**src/rtl/mbus_wire_seq_if.sv**
```systemverilog
// Signal bundle between the wire sequencer and its neighbours: layer interrupt
// request, sleep controller, raw bus pins, and the wire-control mux controls.
interface mbus_wire_seq_if;
  logic MASTER_NODE;
  logic INT_REQ;
  logic SLEEP_REQ;
  logic CLKIN;
  logic DIN;
  logic EXTERNAL_INT;
  logic RELEASE_ISO;
  logic INT_ACK;
  logic TIMEOUT_ERR;
  logic BUSY;

  modport master (
    output MASTER_NODE, INT_REQ, SLEEP_REQ, CLKIN, DIN,
    input  EXTERNAL_INT, RELEASE_ISO, INT_ACK, TIMEOUT_ERR, BUSY
  );

  modport slave (
    input  MASTER_NODE, INT_REQ, SLEEP_REQ, CLKIN, DIN,
    output EXTERNAL_INT, RELEASE_ISO, INT_ACK, TIMEOUT_ERR, BUSY
  );
endinterface

```
**src/rtl/mbus_wire_seq.sv**
```systemverilog
// MBus wire-control sequencer: decides when the node pulls DOUT low to wake the
// bus, when isolation is released to the bus controller, and when it re-isolates.
`ifndef IO_HOLD
`define IO_HOLD 1'b1
`endif
`ifndef IO_RELEASE
`define IO_RELEASE 1'b0
`endif

module mbus_wire_seq #(
  parameter int SYNC_STAGES  = 2,
  parameter int WAKE_EDGES   = 2,
  parameter int INT_TIMEOUT  = 1023,
  parameter int GUARD_CYCLES = 4,
  parameter int CNT_W        = 10
) (
  input  logic           CLK,
  input  logic           RESETn,
  mbus_wire_seq_if.slave bus
);
  localparam int EC_W = $clog2(WAKE_EDGES + 1);
  localparam logic [CNT_W-1:0] TIMEOUT_C = CNT_W'(INT_TIMEOUT);
  localparam logic [CNT_W-1:0] GUARD_C   = CNT_W'(GUARD_CYCLES);
  localparam logic [EC_W-1:0]  WAKE_C    = EC_W'(WAKE_EDGES);

  typedef enum logic [2:0] {IDLE, INT_ASSERT, RELEASE, ACTIVE, GUARD} state_t;

  state_t state, state_nxt;
  logic [SYNC_STAGES-1:0] clk_sync, din_sync;
  logic clk_dly, din_dly, clk_fall, din_fall;
  logic [CNT_W-1:0] cnt, cnt_inc;
  logic [EC_W-1:0]  edge_cnt, edge_inc;
  logic ack_nxt, terr_nxt;

  // Synchronizers idle high, so reset never manufactures a falling edge.
  always_ff @(posedge CLK) begin
    if (!RESETn) begin
      clk_sync <= '1;
      din_sync <= '1;
      clk_dly  <= 1'b1;
      din_dly  <= 1'b1;
    end else begin
      clk_sync <= {clk_sync[SYNC_STAGES-2:0], bus.CLKIN};
      din_sync <= {din_sync[SYNC_STAGES-2:0], bus.DIN};
      clk_dly  <= clk_sync[SYNC_STAGES-1];
      din_dly  <= din_sync[SYNC_STAGES-1];
    end
  end

  assign clk_fall = clk_dly & ~clk_sync[SYNC_STAGES-1];
  assign din_fall = din_dly & ~din_sync[SYNC_STAGES-1];

  // cnt holds (cycles spent in state - 1); cnt_inc is the count including this cycle.
  assign cnt_inc  = (cnt == '1) ? cnt : cnt + CNT_W'(1);
  assign edge_inc = (clk_fall && edge_cnt != WAKE_C) ? edge_cnt + EC_W'(1) : edge_cnt;

  always_comb begin
    state_nxt = state;
    ack_nxt   = 1'b0;
    terr_nxt  = 1'b0;
    case (state)
      IDLE: begin
        if (din_fall) begin
          state_nxt = RELEASE;
        end else if (bus.INT_REQ && bus.MASTER_NODE) begin
          state_nxt = RELEASE;
          ack_nxt   = 1'b1;
        end else if (bus.INT_REQ) begin
          state_nxt = INT_ASSERT;
        end
      end
      INT_ASSERT: begin
        // Wake confirmation beats a simultaneous timeout.
        if (edge_inc == WAKE_C) begin
          state_nxt = RELEASE;
          ack_nxt   = 1'b1;
        end else if (cnt_inc == TIMEOUT_C) begin
          state_nxt = IDLE;
          terr_nxt  = 1'b1;
        end
      end
      RELEASE: state_nxt = ACTIVE;
      ACTIVE:  if (bus.SLEEP_REQ) state_nxt = GUARD;
      GUARD:   if (cnt_inc == GUARD_C) state_nxt = IDLE;
      default: state_nxt = IDLE;
    endcase
  end

  always_ff @(posedge CLK) begin
    if (!RESETn) begin
      state            <= IDLE;
      cnt              <= '0;
      edge_cnt         <= '0;
      bus.EXTERNAL_INT <= 1'b0;
      bus.RELEASE_ISO  <= `IO_HOLD;
      bus.INT_ACK      <= 1'b0;
      bus.TIMEOUT_ERR  <= 1'b0;
      bus.BUSY         <= 1'b0;
    end else begin
      state            <= state_nxt;
      cnt              <= (state_nxt != state) ? '0 : cnt_inc;
      edge_cnt         <= (state_nxt != state || state != INT_ASSERT) ? '0 : edge_inc;
      bus.EXTERNAL_INT <= (state_nxt == INT_ASSERT);
      bus.RELEASE_ISO  <= (state_nxt == RELEASE || state_nxt == ACTIVE || state_nxt == GUARD)
                          ? `IO_RELEASE : `IO_HOLD;
      bus.INT_ACK      <= ack_nxt;
      bus.TIMEOUT_ERR  <= terr_nxt;
      bus.BUSY         <= (state_nxt != IDLE);
    end
  end
endmodule
```
**src/flat_wrapper.sv**
```systemverilog
// flat-port wrapper written by rule: the top's interface ports become plain ports
module mbus_wire_seq_flat 
#(
  parameter int SYNC_STAGES  = 2,
  parameter int WAKE_EDGES   = 2,
  parameter int INT_TIMEOUT  = 1023,
  parameter int GUARD_CYCLES = 4,
  parameter int CNT_W        = 10
)
  (CLK, RESETn, bus_MASTER_NODE, bus_INT_REQ, bus_SLEEP_REQ, bus_CLKIN, bus_DIN, bus_EXTERNAL_INT, bus_RELEASE_ISO, bus_INT_ACK, bus_TIMEOUT_ERR, bus_BUSY);
  mbus_wire_seq_if bus_i ();
  input  logic CLK;
  input  logic RESETn;
  input wire logic [$bits(bus_i.MASTER_NODE)-1:0] bus_MASTER_NODE;
  input wire logic [$bits(bus_i.INT_REQ)-1:0] bus_INT_REQ;
  input wire logic [$bits(bus_i.SLEEP_REQ)-1:0] bus_SLEEP_REQ;
  input wire logic [$bits(bus_i.CLKIN)-1:0] bus_CLKIN;
  input wire logic [$bits(bus_i.DIN)-1:0] bus_DIN;
  output wire logic [$bits(bus_i.EXTERNAL_INT)-1:0] bus_EXTERNAL_INT;
  output wire logic [$bits(bus_i.RELEASE_ISO)-1:0] bus_RELEASE_ISO;
  output wire logic [$bits(bus_i.INT_ACK)-1:0] bus_INT_ACK;
  output wire logic [$bits(bus_i.TIMEOUT_ERR)-1:0] bus_TIMEOUT_ERR;
  output wire logic [$bits(bus_i.BUSY)-1:0] bus_BUSY;
  assign bus_i.MASTER_NODE = bus_MASTER_NODE;
  assign bus_i.INT_REQ = bus_INT_REQ;
  assign bus_i.SLEEP_REQ = bus_SLEEP_REQ;
  assign bus_i.CLKIN = bus_CLKIN;
  assign bus_i.DIN = bus_DIN;
  assign bus_EXTERNAL_INT = bus_i.EXTERNAL_INT;
  assign bus_RELEASE_ISO = bus_i.RELEASE_ISO;
  assign bus_INT_ACK = bus_i.INT_ACK;
  assign bus_TIMEOUT_ERR = bus_i.TIMEOUT_ERR;
  assign bus_BUSY = bus_i.BUSY;
  mbus_wire_seq #(.SYNC_STAGES(SYNC_STAGES), .WAKE_EDGES(WAKE_EDGES), .INT_TIMEOUT(INT_TIMEOUT), .GUARD_CYCLES(GUARD_CYCLES), .CNT_W(CNT_W)) u_core (.CLK(CLK), .RESETn(RESETn), .bus(bus_i));
endmodule
```
**config.mk**
```make
export PLATFORM = sky130hd
export DESIGN_NAME = mbus_wire_seq_flat
export DESIGN_NICKNAME = d
export VERILOG_FILES = /design/src/rtl/mbus_wire_seq_if.sv /design/src/rtl/mbus_wire_seq.sv /design/src/flat_wrapper.sv
export SDC_FILE = /design/constraint.sdc
export NUM_CORES = 1
export LEC_CHECK = 0
export BUFFER_PORTS_ARGS = -buffer_cell sky130_fd_sc_hd__buf_2
export CAP_MARGIN = 10
export CORE_MARGIN = 2
export CORE_UTILIZATION = 62
export DETAILED_ROUTE_END_ITERATION = 10
export HOLD_SLACK_MARGIN = 0.12
export PLACE_DENSITY_LB_ADDON = 0.15
export SLEW_MARGIN = 10
export SYNTH_ARGS = -nofsm -noshare
export SYNTH_HDL_FRONTEND = slang
export SYNTH_SLANG_ARGS = --single-unit
```
**constraint.sdc**
```tcl
create_clock -name CLK -period 3.94 [get_ports CLK]
set_clock_uncertainty 0.1 [all_clocks]
set_input_delay 0.197 -clock CLK [delete_from_list [all_inputs] [get_ports CLK]]
set_output_delay 0.197 -clock CLK [all_outputs]
set_load 0.05 [all_outputs]
```
Word-level counts from Yosys, hierarchy flattened
Index checks and enable logic that the tools add are counted.

operators by class
  add/sub/neg operators = 2
  equality and inequality tests = 15
  multiplexer cells = 16
  bitwise operators = 6
  reductions and logical operators = 10

operators by type and width
  cell                     number
  $mux W3                  7
  $eq A10 B10 Y1 const B   2
  $pmux W3 S5              1
  $eq A3 B2 Y1 const B     4
  $add A10 B1 Y10 const B  1
  $eq A10 B3 Y1 const B    1
  $mux W10                 1
  $eq A3 B1 Y1 const B     2
  $eq A3 B3 Y1 const B     2
  $mux W1                  5
  $not A1 Y1               4
  $reduce_or A2 Y1         2
  $logic_not A3 Y1         1
  $logic_or A1 B1 Y1       3
  $ne A3 B1 Y1 const B     1
  $ne A3 B3 Y1             1
  $reduce_bool A3 Y1       1
  $reduce_or A3 Y1         1
  $add A2 B1 Y2 const B    1
  $and A1 B1 Y1            2
  $eq A2 B2 Y1 const B     1
  $logic_and A1 B1 Y1      2
  $mux W2                  1
  $ne A2 B2 Y1 const B     1
  $pmux W1 S2              1

word-level totals
  register bits after elaboration = 26
  bits of input ports = 7
  output and inout bits = 5
  word-level logic and storage cells = 61

Logic depth before layout (Yosys ltp)
  depth after elaboration = 11
  gate-level depth with buffers = 9
  gate-level depth less buffers = 8

Worst setup path before layout
No wires, ideal clock.

  path type = reg2reg
  from = register u_core.cnt[0]
  to = register u_core.cnt[3]
  library setup time = 0.139 ns
  data arrival time = 2.274 ns
  required time = 3.701 ns
  path slack = 1.427 ns
  cell stages (with the launch flop) = 9
  path buffers = 1
  period minus slack after synthesis = 2.513 ns
  cells stage by stage = dfxtp_1 -> ha_1 -> clkbuf_2 -> nand3_1 -> or4_1 -> a2111oi_2 -> a31oi_2 -> nand2_1 -> a21boi_0

on the way
  word-level cells in the longest chain between the ends = 8
  elaborated cells on any way between the ends = 11
  classes of those cells = add/sub (1); eq/ne (4); mux (5); reduce/logical (1)

RTL lines
  what                                               RTL line              text
  start, declared                                    mbus_wire_seq.sv:31   logic [CNT_W-1:0] cnt, cnt_inc;
  start signal, assigned                             mbus_wire_seq.sv:101  cnt <= (state_nxt != state) ? '0 : cnt_inc;
  $add A10 B1 Y10 or $eq A10 B10 Y1 (tied branches)  mbus_wire_seq.sv:54   assign cnt_inc = (cnt == '1) ? cnt : cnt + CNT_W'(1);
  $mux W10 (*)                                       mbus_wire_seq.sv:54
  $eq A10 B10 Y1                                     mbus_wire_seq.sv:77   end else if (cnt_inc == TIMEOUT_C) begin
  $mux W3                                            mbus_wire_seq.sv:77
  $mux W3                                            mbus_wire_seq.sv:74   if (edge_inc == WAKE_C) begin
  $pmux W3 S5                                        mbus_wire_seq.sv:61   case (state)
  $ne A3 B3 Y1                                       mbus_wire_seq.sv:101
  $reduce_or A2 Y1 (no source line)                  -

Mark *: on every way between the ends. The rest lies on a longest branch, timed or not.
A chain may end at the register's enable or synchronous reset.

Worst setup path after layout
  from = register u_core.cnt[0]
  to = register u_core.cnt[6]

The elaborated chain is that of the path after synthesis.

==> metrics list <==
* CP Launch Point: u_core.cnt[0]
- In this run the number of H-tree levels came out at 1.
* FF+latch area: 520 um^2
- Proportion of power drawn by flip-flops and latches: 50.0%
- Counting along the longest clock path gives a buffer depth of 2.
- Actual transition at the worst max-transition pin: 0.733 ns
- In this run the core area contains 17 standard-cell rows.
- Number of instances resized during post-cts repair: 0
* Remaining antenna violation count: 0
* CTS tree: yes
* Crit share post-route: 75.1%
- Total wire length after detailed routing: 3240 um
- In this run the cell area measured after placement is 1490 um^2.
- Yosys mapped a number of flops with a built-in enable equal to 0.
* Nets: 187
- The congestion estimate from routability-driven global placement came to 0.930.
* Final setup violating endpoints: 0
- The design draws 591 uW.
* Final TNS setup: 0 ns
- Entering global routing, the biggest net connects 16 pins.
* Number of hold violations in the final report: 0
- Core Box Area: 2210 um^2
- 1st-pass router iterations: 4
- The worst setup path is captured at a flop.
* Proportion of layout cells with a drive suffix above 1: 15.8%
- Among all flip-flop cells after synthesis, the most frequent one is sky130_fd_sc_hd__dfxtp_1.
* Number of buffers created by CTS: 3
- Initial antenna violation count: 0
- Number of cells in the finished layout apart from fillers: 205
* Detailed router's first-iteration violation count: 55
* Max rail drop VDD: 0.253 mV
- FILL cells: 161
* Status: complete, no violations
- For this run the aggregate overflow at the end of global routing stands at 0.
* Global-route wire length before repair: 5150 um
* Post-Synthesis Net Count: 173
- Net switching is 28.0% of the power.
- The number of slew-limit violations in the final report came to 0.
- Post-detailed-route via-to-cell ratio: 6.54
* Detailed placer's ending HPWL: 2400 um
- Clock-pin slew was measured on the worst setup and hold paths at 0.13 ns.
- Combined area of the multi-input logic cells: 867 um^2
- Critical Path Start Type: flop
- Shortest period the worst path allows: 2.96 ns
- Count of pins on the block boundary: 12
- On the worst path, the slowest cell contributes a delay of 0.61 ns.
* Net switching component of the power: 165 uW
- Start point of the worst min-delay path: bus_MASTER_NODE
- Post-CTS setup buffers: 0
- Worst path required time: 4.02 ns
- Measured along the x axis, the die boundary spans 52.2 um.
- Across the run, the number of max-cap violations was 0.
- Counting flops and latches in the post-synthesis netlist gives 26.
- Floorplan die area: 2720 um^2
- The share of the Yosys chip area taken by registers is 36.1%.
- Combinational share of power: 20.1%
- Traced cell by cell, the critical path runs through ha_1, nand3_1, or4_1, a2111oi_2, a31oi_2, nand2_1, a21boi_0.
* Worst setup path category: reg2reg
- Count of port buffers added during placement: 11
* Cell Count Post-Placement: 195
- With fillers left out, the area of the finished cells amounts to 1600 um^2.
- Initial core utilization: 65.1%
* Maximum fanout along the worst path: 8
- Post-Synthesis Mean Instance Area: 8.78 um^2
- The worst hold path belongs to the class in2reg.
- Fmax: 338 MHz
- Area grow syn2layout: 10.9%
- Setup repair after global routing left no endpoint under its margin.
- For this run, the number of Yosys warnings is 0.
* Static Leak: 0.543 nW
- Root Buffer: sky130_fd_sc_hd__clkbuf_4
- Number of standard cells after synthesis: 164
- Utilization after layout: 72.2%
- Reg-to-reg startpoint: u_core.cnt[0]
* Share of async-settable or async-resettable flops after synthesis: 0%
- After synthesis the cells add up to 1440 um^2.
- Worst slew margin relative to its limit: 49.9%
* GR Util All Layers: 25.2%
- CTS Hold Buffers Added: 6
- Wire per inst: 15.8 um
* Power per standard cell area: 370 nW/um^2
- Antenna diode count: 0
* Skew-Pair Late Insertion Delay: 0.31 ns
- Slowest CP cell: sky130_fd_sc_hd__or4_1
* Clk pwr share: 29.9%
- Number of distinct library cells after synthesis: 57
* Via count: 1341
* DRC viols: 0
- Crit path arrival time: 3.04 ns
* Number of global-route vias before repair: 1154
- Total clock sinks: 26
- The die is 52.2 um tall.
- Internal power of the cells: 426 uW
metrics by stage:
stage | hold slack, ns | worst slack (ns)
CTS | 0.222 | 1.01
global placement | 0.284 | 1.13
detailed placement | 0.288 | 1.05
floorplan | 0.170 | 1.43
global route | 0.224 | 0.844
finish | 0.228 | 0.982
worst max-delay path: cells and delay by family, from the launching register on:
family | cells | cell delay, ns
AO/OA/AOI/OAI | 3 | 0.75
adder cells (fa/ha/maj) | 1 | 0.37
flip-flops | 1 | 0.48
AND/OR/NAND/NOR | 3 | 1.13
area by class of cell:
type	count	area share, %
inverter	2	0.470
timing repair buffer	17	7.20
multi-input combinational	128	54.3
sequential	26	32.6
tap	28	2.19
clock buffer	3	1.41
clock inverter	1	1.88
cell usage in the layout (no fill, tap or decap), drive strengths merged, types with 3 or more instances in the layout:
cell type,n
dfxtp,26
a21oi,17
nor2,12
buf,11
nand2,10
nand2b,9
nor3,6
dlygate4sd3,6
nand3,5
o21ai,5
a31oi,5
and2,4
a21boi,4
and3,4
o21a,3
xnor2,3
clkbuf,3
and4,3
nand4,3
worst paths after layout:
kind,slack [ns],cells after the start,endpoint
max,0.98,7,u_core.cnt[6]
min,0.23,3,u_core.bus.INT_ACK
max reg2reg,0.98,7,u_core.cnt[6]
min reg2reg,0.33,1,u_core.din_sync[1]
sequential cells by signal (all words and copies together), names as in the netlist:
name	count
u_core.cnt	10
u_core.state	3
u_core.clk_sync	2
u_core.din_sync	2
u_core.edge_cnt	2
u_core.bus.BUSY	1
u_core.bus.EXTERNAL_INT	1
u_core.bus.INT_ACK	1
u_core.bus.RELEASE_ISO	1
u_core.bus.TIMEOUT_ERR	1
u_core.clk_dly	1
u_core.din_dly	1
cells in the mapped netlist, types with 2 or more instances:
cell                       count  area, um^2
sky130_fd_sc_hd__a211oi_1      2        15.0
sky130_fd_sc_hd__buf_2         2        10.0
sky130_fd_sc_hd__and2_1        4        25.0
sky130_fd_sc_hd__xnor2_1       3        26.3
sky130_fd_sc_hd__nand2_1       9        33.8
sky130_fd_sc_hd__dfxtp_1      26         521
sky130_fd_sc_hd__ha_1          2        25.0
sky130_fd_sc_hd__and4_1        2        17.5
sky130_fd_sc_hd__a22oi_1       2        15.0
sky130_fd_sc_hd__a21oi_1      17        85.1
sky130_fd_sc_hd__inv_1         2        7.51
sky130_fd_sc_hd__nand4_1       2        12.5
sky130_fd_sc_hd__o21ai_0       5        25.0
sky130_fd_sc_hd__a21boi_0      4        30.0
sky130_fd_sc_hd__nand3_1       5        25.0
sky130_fd_sc_hd__clkbuf_1      3        11.3
sky130_fd_sc_hd__a31oi_1       4        25.0
sky130_fd_sc_hd__nor2b_1       2        12.5
sky130_fd_sc_hd__nor3_1        6        30.0
sky130_fd_sc_hd__and3_1        3        18.8
sky130_fd_sc_hd__o21a_1        3        22.5
sky130_fd_sc_hd__nor2_1       12        45.0
sky130_fd_sc_hd__or3b_2        2        17.5
sky130_fd_sc_hd__nand2b_1      9        56.3
cell families (layout without fill, tap and decap cells):
| family | after synthesis | count (layout) | synth area share, % |
|---|---|---|---|
| compound gates | 53 | 53 | 27.8 |
| flops | 26 | 26 | 36.1 |
| simple gates | 69 | 69 | 28.2 |
| buf+inv | 10 | 23 | 3.65 |
| mux | 1 | 1 | 0.695 |
| xor+xnor | 3 | 3 | 1.82 |
| fa+ha+maj | 2 | 2 | 1.74 |
power groups by stage:
stage	Clock, mW	Combinational (mW)	Sequential, mW
5_1_grt	0.193	0.129	0.297
6_report	0.177	0.119	0.295
2_1_floorplan	0	0.0693	0.317
4_1_cts	0.181	0.118	0.295
3_5_place_dp	0	0.112	0.301
3_3_place_gp	0	0.110	0.299
layer usage:
| layer | vias to the layer above | track usage, % | wire length, um |
|---|---|---|---|
| li1 | 645 | - | - |
| met1 | 625 | 29.5 | 1350 |
| met2 | 63 | 47.3 | 1650 |
| met3 | 8 | 3.43 | 175 |
| met4 | 0 | 7.26 | 55 |
| met5 | - | 0 | 0 |
Note: power is estimated with default switching activity, not from simulation.
